==> src/rtl/vram_arbiter.sv <==
// vram_arbiter: shares one single-port BRAM (1-cycle read latency) between a
// text-mode display fetcher and a CPU. The display side is served from a
// one-entry word cache; a miss competes with CPU accesses for the BRAM port.
// Display misses normally win. Defining VRAM_ARB_STARVE_GUARD_EN adds a
// saturating counter that hands the port to a waiting CPU after STARVE_MAX
// consecutive display grants.
module vram_arbiter #(
    parameter int ADDR_W     = 11,
    parameter int DATA_W     = 32,
    parameter int STARVE_MAX = 8
) (
    input  logic              axi_aclk,
    input  logic              axi_aresetn,
    input  logic              disp_req,
    input  logic [ADDR_W-1:0] disp_addr,
    output logic [DATA_W-1:0] disp_data,
    output logic              disp_valid,
    input  logic              cpu_req,
    input  logic              cpu_we,
    input  logic [ADDR_W-1:0] cpu_addr,
    input  logic [DATA_W-1:0] cpu_wdata,
    input  logic [3:0]        cpu_wstrb,
    output logic              cpu_ack,
    output logic [DATA_W-1:0] cpu_rdata,
    output logic              mem_en,
    output logic [3:0]        mem_we,
    output logic [ADDR_W-1:0] mem_addr,
    output logic [DATA_W-1:0] mem_wdata,
    input  logic [DATA_W-1:0] mem_rdata
);

    localparam int LANE_W = DATA_W / 4;

    typedef enum logic [1:0] {
        ST_IDLE    = 2'd0,
        ST_ACCESS  = 2'd1,
        ST_CAPTURE = 2'd2
    } state_t;

    state_t            state_r;
    logic [ADDR_W-1:0] tag_r;
    logic              tag_valid_r;
    logic [DATA_W-1:0] cache_data_r;
    logic              txn_disp_r;   // in-flight transaction belongs to the display
    logic              txn_we_r;     // in-flight transaction is a CPU write

    logic              hit_s;
    logic              miss_s;
    logic              cpu_ok_s;
    logic              grant_disp_s;
    logic              grant_cpu_s;

    // Merge the strobed byte lanes of new_word over old_word.
    function automatic logic [DATA_W-1:0] merge_bytes(
        input logic [DATA_W-1:0] old_word,
        input logic [DATA_W-1:0] new_word,
        input logic [3:0]        strb
    );
        logic [DATA_W-1:0] res;
        res = old_word;
        for (int i = 0; i < 4; i++) begin
            if (strb[i]) begin
                res[i*LANE_W +: LANE_W] = new_word[i*LANE_W +: LANE_W];
            end else begin
                res[i*LANE_W +: LANE_W] = old_word[i*LANE_W +: LANE_W];
            end
        end
        return res;
    endfunction

    assign hit_s      = tag_valid_r & (tag_r == disp_addr);
    assign disp_valid = hit_s;
    assign disp_data  = cache_data_r;
    assign miss_s     = disp_req & ~hit_s;
    // While cpu_ack is high the requester still presents the finished request.
    assign cpu_ok_s   = cpu_req & ~cpu_ack;

`ifdef VRAM_ARB_STARVE_GUARD_EN
    localparam int CNT_W = $clog2(STARVE_MAX + 1);

    logic [CNT_W-1:0] starve_cnt_r;
    logic             starve_hit_s;

    assign starve_hit_s = (starve_cnt_r == CNT_W'(STARVE_MAX));

    // Pick the IDLE winner; a starved CPU pre-empts the display.
    always_comb begin
        grant_disp_s = 1'b0;
        grant_cpu_s  = 1'b0;
        if (state_r == ST_IDLE) begin
            if (cpu_ok_s && starve_hit_s) begin
                grant_cpu_s = 1'b1;
            end else if (miss_s) begin
                grant_disp_s = 1'b1;
            end else if (cpu_ok_s) begin
                grant_cpu_s = 1'b1;
            end else begin
                grant_disp_s = 1'b0;
            end
        end else begin
            grant_cpu_s = 1'b0;
        end
    end

    // Count display grants taken while the CPU waits; saturate, clear on CPU grant.
    always_ff @(posedge axi_aclk or negedge axi_aresetn) begin
        if (!axi_aresetn) begin
            starve_cnt_r <= {CNT_W{1'b0}};
        end else if (grant_cpu_s) begin
            starve_cnt_r <= {CNT_W{1'b0}};
        end else if (grant_disp_s && cpu_req && !starve_hit_s) begin
            starve_cnt_r <= starve_cnt_r + CNT_W'(1);
        end else begin
            starve_cnt_r <= starve_cnt_r;
        end
    end
`else
    // Pick the IDLE winner; display misses have strict priority.
    always_comb begin
        grant_disp_s = 1'b0;
        grant_cpu_s  = 1'b0;
        if (state_r == ST_IDLE) begin
            if (miss_s) begin
                grant_disp_s = 1'b1;
            end else if (cpu_ok_s) begin
                grant_cpu_s = 1'b1;
            end else begin
                grant_disp_s = 1'b0;
            end
        end else begin
            grant_cpu_s = 1'b0;
        end
    end
`endif

    // Transaction sequencer: drives the BRAM port, fills the cache, acks the CPU.
    always_ff @(posedge axi_aclk or negedge axi_aresetn) begin
        if (!axi_aresetn) begin
            state_r      <= ST_IDLE;
            tag_r        <= {ADDR_W{1'b0}};
            tag_valid_r  <= 1'b0;
            cache_data_r <= {DATA_W{1'b0}};
            txn_disp_r   <= 1'b0;
            txn_we_r     <= 1'b0;
            cpu_ack      <= 1'b0;
            cpu_rdata    <= {DATA_W{1'b0}};
            mem_en       <= 1'b0;
            mem_we       <= 4'b0000;
            mem_addr     <= {ADDR_W{1'b0}};
            mem_wdata    <= {DATA_W{1'b0}};
        end else begin
            // Strobes are single-cycle unless a branch below asserts them.
            cpu_ack <= 1'b0;
            mem_en  <= 1'b0;
            mem_we  <= 4'b0000;
            case (state_r)
                ST_IDLE: begin
                    if (grant_disp_s) begin
                        state_r    <= ST_ACCESS;
                        mem_en     <= 1'b1;
                        mem_addr   <= disp_addr;
                        txn_disp_r <= 1'b1;
                        txn_we_r   <= 1'b0;
                    end else if (grant_cpu_s) begin
                        state_r    <= ST_ACCESS;
                        mem_en     <= 1'b1;
                        mem_we     <= cpu_we ? cpu_wstrb : 4'b0000;
                        mem_addr   <= cpu_addr;
                        mem_wdata  <= cpu_we ? cpu_wdata : mem_wdata;
                        txn_disp_r <= 1'b0;
                        txn_we_r   <= cpu_we;
                    end else begin
                        state_r <= ST_IDLE;
                    end
                end
                ST_ACCESS: begin
                    if (txn_we_r) begin
                        // Write lands in BRAM at this edge; keep the cached copy coherent.
                        state_r <= ST_IDLE;
                        cpu_ack <= 1'b1;
                        if (tag_valid_r && (tag_r == mem_addr)) begin
                            cache_data_r <= merge_bytes(cache_data_r, mem_wdata, mem_we);
                        end else begin
                            cache_data_r <= cache_data_r;
                        end
                    end else begin
                        state_r <= ST_CAPTURE;
                    end
                end
                ST_CAPTURE: begin
                    state_r <= ST_IDLE;
                    if (txn_disp_r) begin
                        tag_r        <= mem_addr;
                        cache_data_r <= mem_rdata;
                        tag_valid_r  <= 1'b1;
                    end else begin
                        cpu_rdata <= mem_rdata;
                        cpu_ack   <= 1'b1;
                    end
                end
                default: begin
                    state_r <= ST_IDLE;
                end
            endcase
        end
    end

endmodule

==> config.mk <==
export PLATFORM = sky130hd
export DESIGN_NAME = vram_arbiter
export DESIGN_NICKNAME = d
export VERILOG_FILES = /design/src/rtl/vram_arbiter.sv
export SDC_FILE = /design/constraint.sdc
export NUM_CORES = 1
export LEC_CHECK = 0
export ABC_AREA = 1
export ABC_CLOCK_PERIOD_IN_PS = 2220
export CORE_ASPECT_RATIO = 1.75
export CORE_MARGIN = 2
export CORE_UTILIZATION = 46
export DETAILED_ROUTE_END_ITERATION = 6
export GPL_TIMING_DRIVEN = 0
export PLACE_DENSITY = 0.8
export SYNTH_ARGS = -nofsm -noshare
export SYNTH_HDL_FRONTEND = slang
export SYNTH_SLANG_ARGS = --single-unit
==> constraint.sdc <==
create_clock -name axi_aclk -period 2.22 [get_ports axi_aclk]
set_clock_uncertainty 0.2 [all_clocks]
set_input_delay 0.444 -clock axi_aclk [delete_from_list [all_inputs] [get_ports axi_aclk]]
set_output_delay 0.444 -clock axi_aclk [all_outputs]
set_load 0.02 [all_outputs]
==> results by group <==
Run status
  – Status: finished with violations
  – Violated checks: negative setup slack

Route
  – Avg Vias per Cell: 5.09
  – Antenna Nets Post-Route: 0
  – Final WL: about 19 mm
  – Wirelength per Cell: between 15 and 20 µm
  – First-pass DRT Iterations: 7
  – Via count: between 5k and 6k
  – DRC Markers: 0
  – Initial DRC count: around 280

Placed design
  – IO Port Bufs: about 210
  – Final HPWL DP: approximately 14 mm
  – Placed cell area: roughly 8400 µm²
  – RD Place Congestion: 1.06

Global routing
  – Gr usage total: 0.273
  – First-pass GRT wire length: roughly 30 mm
  – Number of global-route vias before repair: approximately 5.6k
  – Remaining global-route overflow: 0
  – Initial antenna violation count: 0
  – Largest net degree at the start of global routing: 75

Power and ir drop
  – LEAKAGE: 0.00442 µW
  – Max IR drop VDD: between 1000 and 1500 µV
  – Pwr Density: roughly 1600 nW/µm²

Floorplan
  – Die H: roughly 160 µm
  – Row count: 55
  – Die area: about 14000 µm²
  – Core ar.: between 10000 and 15000 µm²
  – Initial Utilization: 0.470
  – Die X: just over 90 µm
  – IO Count: around 210

Clock tree
  – Htree depth: 4
  – Clk pin slew, worst setup/hold paths: roughly 0.060 ns
  – Clock latency on the worst-skew pair: roughly 0.40 ns
  – Max Buffers Root-to-Sink: 2
  – Root Driver: clkbuf_16
  – CTS tree: done
  – Clock buffer count from CTS: 17
  – Clock sinks: about 130

Finish
  – Layout cells sized above 1: 0.182
  – N_diodes: 0
  – Finished Core Util: 0.710
  – Synthesis-to-finish area growth: 51.0%
  – Final net count: around 1000
  – Fin area: slightly above 9000 µm²

Timing
  – Max frequency: ~440 MHz
  – Fin crit share: 1.03
  – RSZ-0062 raised after global routing: yes
  – Max Slew Vio Count: 0
  – Slack of the critical path: -0.0722 ns
  – Final hold vios: 0
  – Slew @ Worst Pin: 0.571 ns
  – Rel. slew slack: 0.619
  – Post-route minimum period: 2.29 ns
  – Endpoints failing setup: 1

Critical path
  – CP top delay family: buffers and inverters
  – CP Capture Type: primary output
  – WP data required: ~1.6 ns
  – Worst Path Buf+Inv: 3
  – Critical Path, Cell by Cell: clkdlybuf4s50_1 > inv_1 > nand2_2 > nand4_1 > nor2_1 > nand2_1 > nor3_1 > buf_2
  – Critical Path AT: ~1.7 ns
  – Startpoint types: input pin
  – WS Path Type: in -> out
  – Crit path largest cell delay: slightly below 0.5 ns
  – Max Fanout on Critical Path: 2
  – Slowest-stage cell, CP: clkdlybuf4s50_1

Logic synthesis
  – Synthesized instance count: approximately 670
  – Top-count cell post-synth: nand2_1
  – Largest cells by area after synthesis: dfrtp_1 (53%), nand2_1 (15%), mux2_2 (12%)
  – Async SR Flop Fraction: 1.00
  – Post-Synthesis Cell Area: about 6100 µm²
  – Syn. warnings: 0
  – Primary FF master, synth: dfrtp_1
  – FF+latch count, synth: ~130
  – Count of cell types in the netlist: 28
  – Post-synth EDFFs: 0
  – Area leader, netlist: dfrtp_1
  – Syn avg cell area: roughly 9.1 µm²
  – Yosys top cell area share: 0.531
  – Most frequent cells after synthesis: nand2_1 (240), dfrtp_1 (129), nand3_1 (78)
  – Syn_nets: about 760
  – Register area share after synthesis: 0.531

Job
  – Max-cap violations: 0

Hold path
  – Worst hold path class: in -> reg
power breakdown:
group | switching, µW | total (µW) | leakage, µW | internal, µW
Sequential | 790 | 4240 | 0.00158 | 3450
Combinational | 3950 | 7240 | 0.00255 | 3290
Clock | 1030 | 2920 | 0.000283 | 1890
Total | 5770 | 14400 | 0.00442 | 8630
logic make-up (layout without fill, tap and decap cells):
| group | count (synthesis) | count (layout) | share of synthesized area |
|---|---|---|---|
| muxes | 64 | 64 | 0.118 |
| xor gates and xnor gates | 1 | 1 | 0.00144 |
| and+or+nand+nor | 378 | 378 | 0.271 |
| buffers and inverters | 68 | 317 | 0.0522 |
| adders and majority gates | 3 | 3 | 0.00617 |
| DFF | 129 | 129 | 0.531 |
| AOI/OAI and AO/OA | 22 | 22 | 0.0202 |
cell type report:
cell class | instances | area (µm²)
clock buffer | 20 | 437
fill | 1049 | 3750
sequential | 129 | 3230
multi-input combinational | 468 | 2620
clock inverter | 12 | 184
inverter | 40 | 150
buffer | 28 | 181
timing repair buffer | 217 | 2170
tap | 171 | 214
per-layer routing:
| layer | up-vias | global-route usage | share of wire |
|---|---|---|---|
| met5 | - | 0 | 0 |
| met4 | 0 | 0.149 | 0.049 |
| met3 | 55 | 0.0618 | 0.053 |
| met2 | 210 | 0.497 | 0.54 |
| met1 | 2621 | 0.289 | 0.35 |
| li1 | 2639 | - | - |
path summary, 6_finish.rpt:
kind	start	to	slack [ns]	cells after the start
setup / recovery	disp_addr[7]	disp_valid	-0.07	8
hold / removal	disp_addr[0]	mem_addr[0]$_DFFE_PN0P_	0.23	5
setup reg to reg	mem_addr[7]$_DFFE_PN0P_	disp_data[5]$_DFFE_PN0P_	0.10	8
hold reg to reg	disp_data[1]$_DFFE_PN0P_	disp_data[1]$_DFFE_PN0P_	0.27	2
max in group asynchronous	axi_aresetn	mem_wdata[8]$_DFFE_PN0P_	0.70	3
min in group asynchronous	axi_aresetn	cpu_rdata[0]$_DFFE_PN0P_	0.37	2
worst reg2reg max path, cell delays in order (launching register included):
cell      delay [ns]
dfrtp_1         0.44
a21oi_1         0.29
o211ai_1        0.15
nor2_1          0.17
nand2_1         0.10
nand2_2         0.23
clkbuf_4        0.29
nand3_1         0.10
nand2_1         0.08
state kept, by name (all words and copies together), names as in the netlist:
name / count
cpu_rdata: 32
mem_wdata: 32
tag_r: 11
state_r: 2
txn_we_r: 1
mem_addr: 11
txn_disp_r: 1
cpu_ack: 1
mem_en: 1
tag_valid_r: 1
disp_data: 32
mem_we: 4
placed cells by master (no fill, tap or decap), types with 7 or more instances in the layout:
master           instances
nor2_1                  25
mux2_2                  64
buf_2                    8
nand2_1                229
clkbuf_16               17
nand3_1                 77
nand2_2                 13
clkbuf_1                 8
clkdlybuf4s50_1        201
a21oi_1                  7
o21ai_0                 10
nand4_1                 15
inv_1                   34
dfrtp_1                129
buf_4                   12
stage by stage:
step           hold slack, ns  total power (µW)  worst slack (ns)  TNS (ns)  cells
3_3_place_gp            0.253             11100             -4.70   -615.51   1044
4_1_cts                 0.271             14300           -0.0838   -0.0838   1078
2_1_floorplan         -0.0516              8050             0.351         0    665
5_1_grt                 0.243             15300            -0.137    -0.143   1085
3_5_place_dp            0.244             11200            -0.601    -12.55   1045
6_report                0.234             14400           -0.0722   -0.0722   1085
what timing repair did:
action | CTS | global route
endpoints found under the hold margin | 55 | 0
pin swaps | 2 | 4
setup buffers | 0 | 7
gates resized for setup | 18 | 25
endpoints found under the setup margin | 33 | 55
hold buffers | 1 | 0
(Power assumes the default switching activity.)
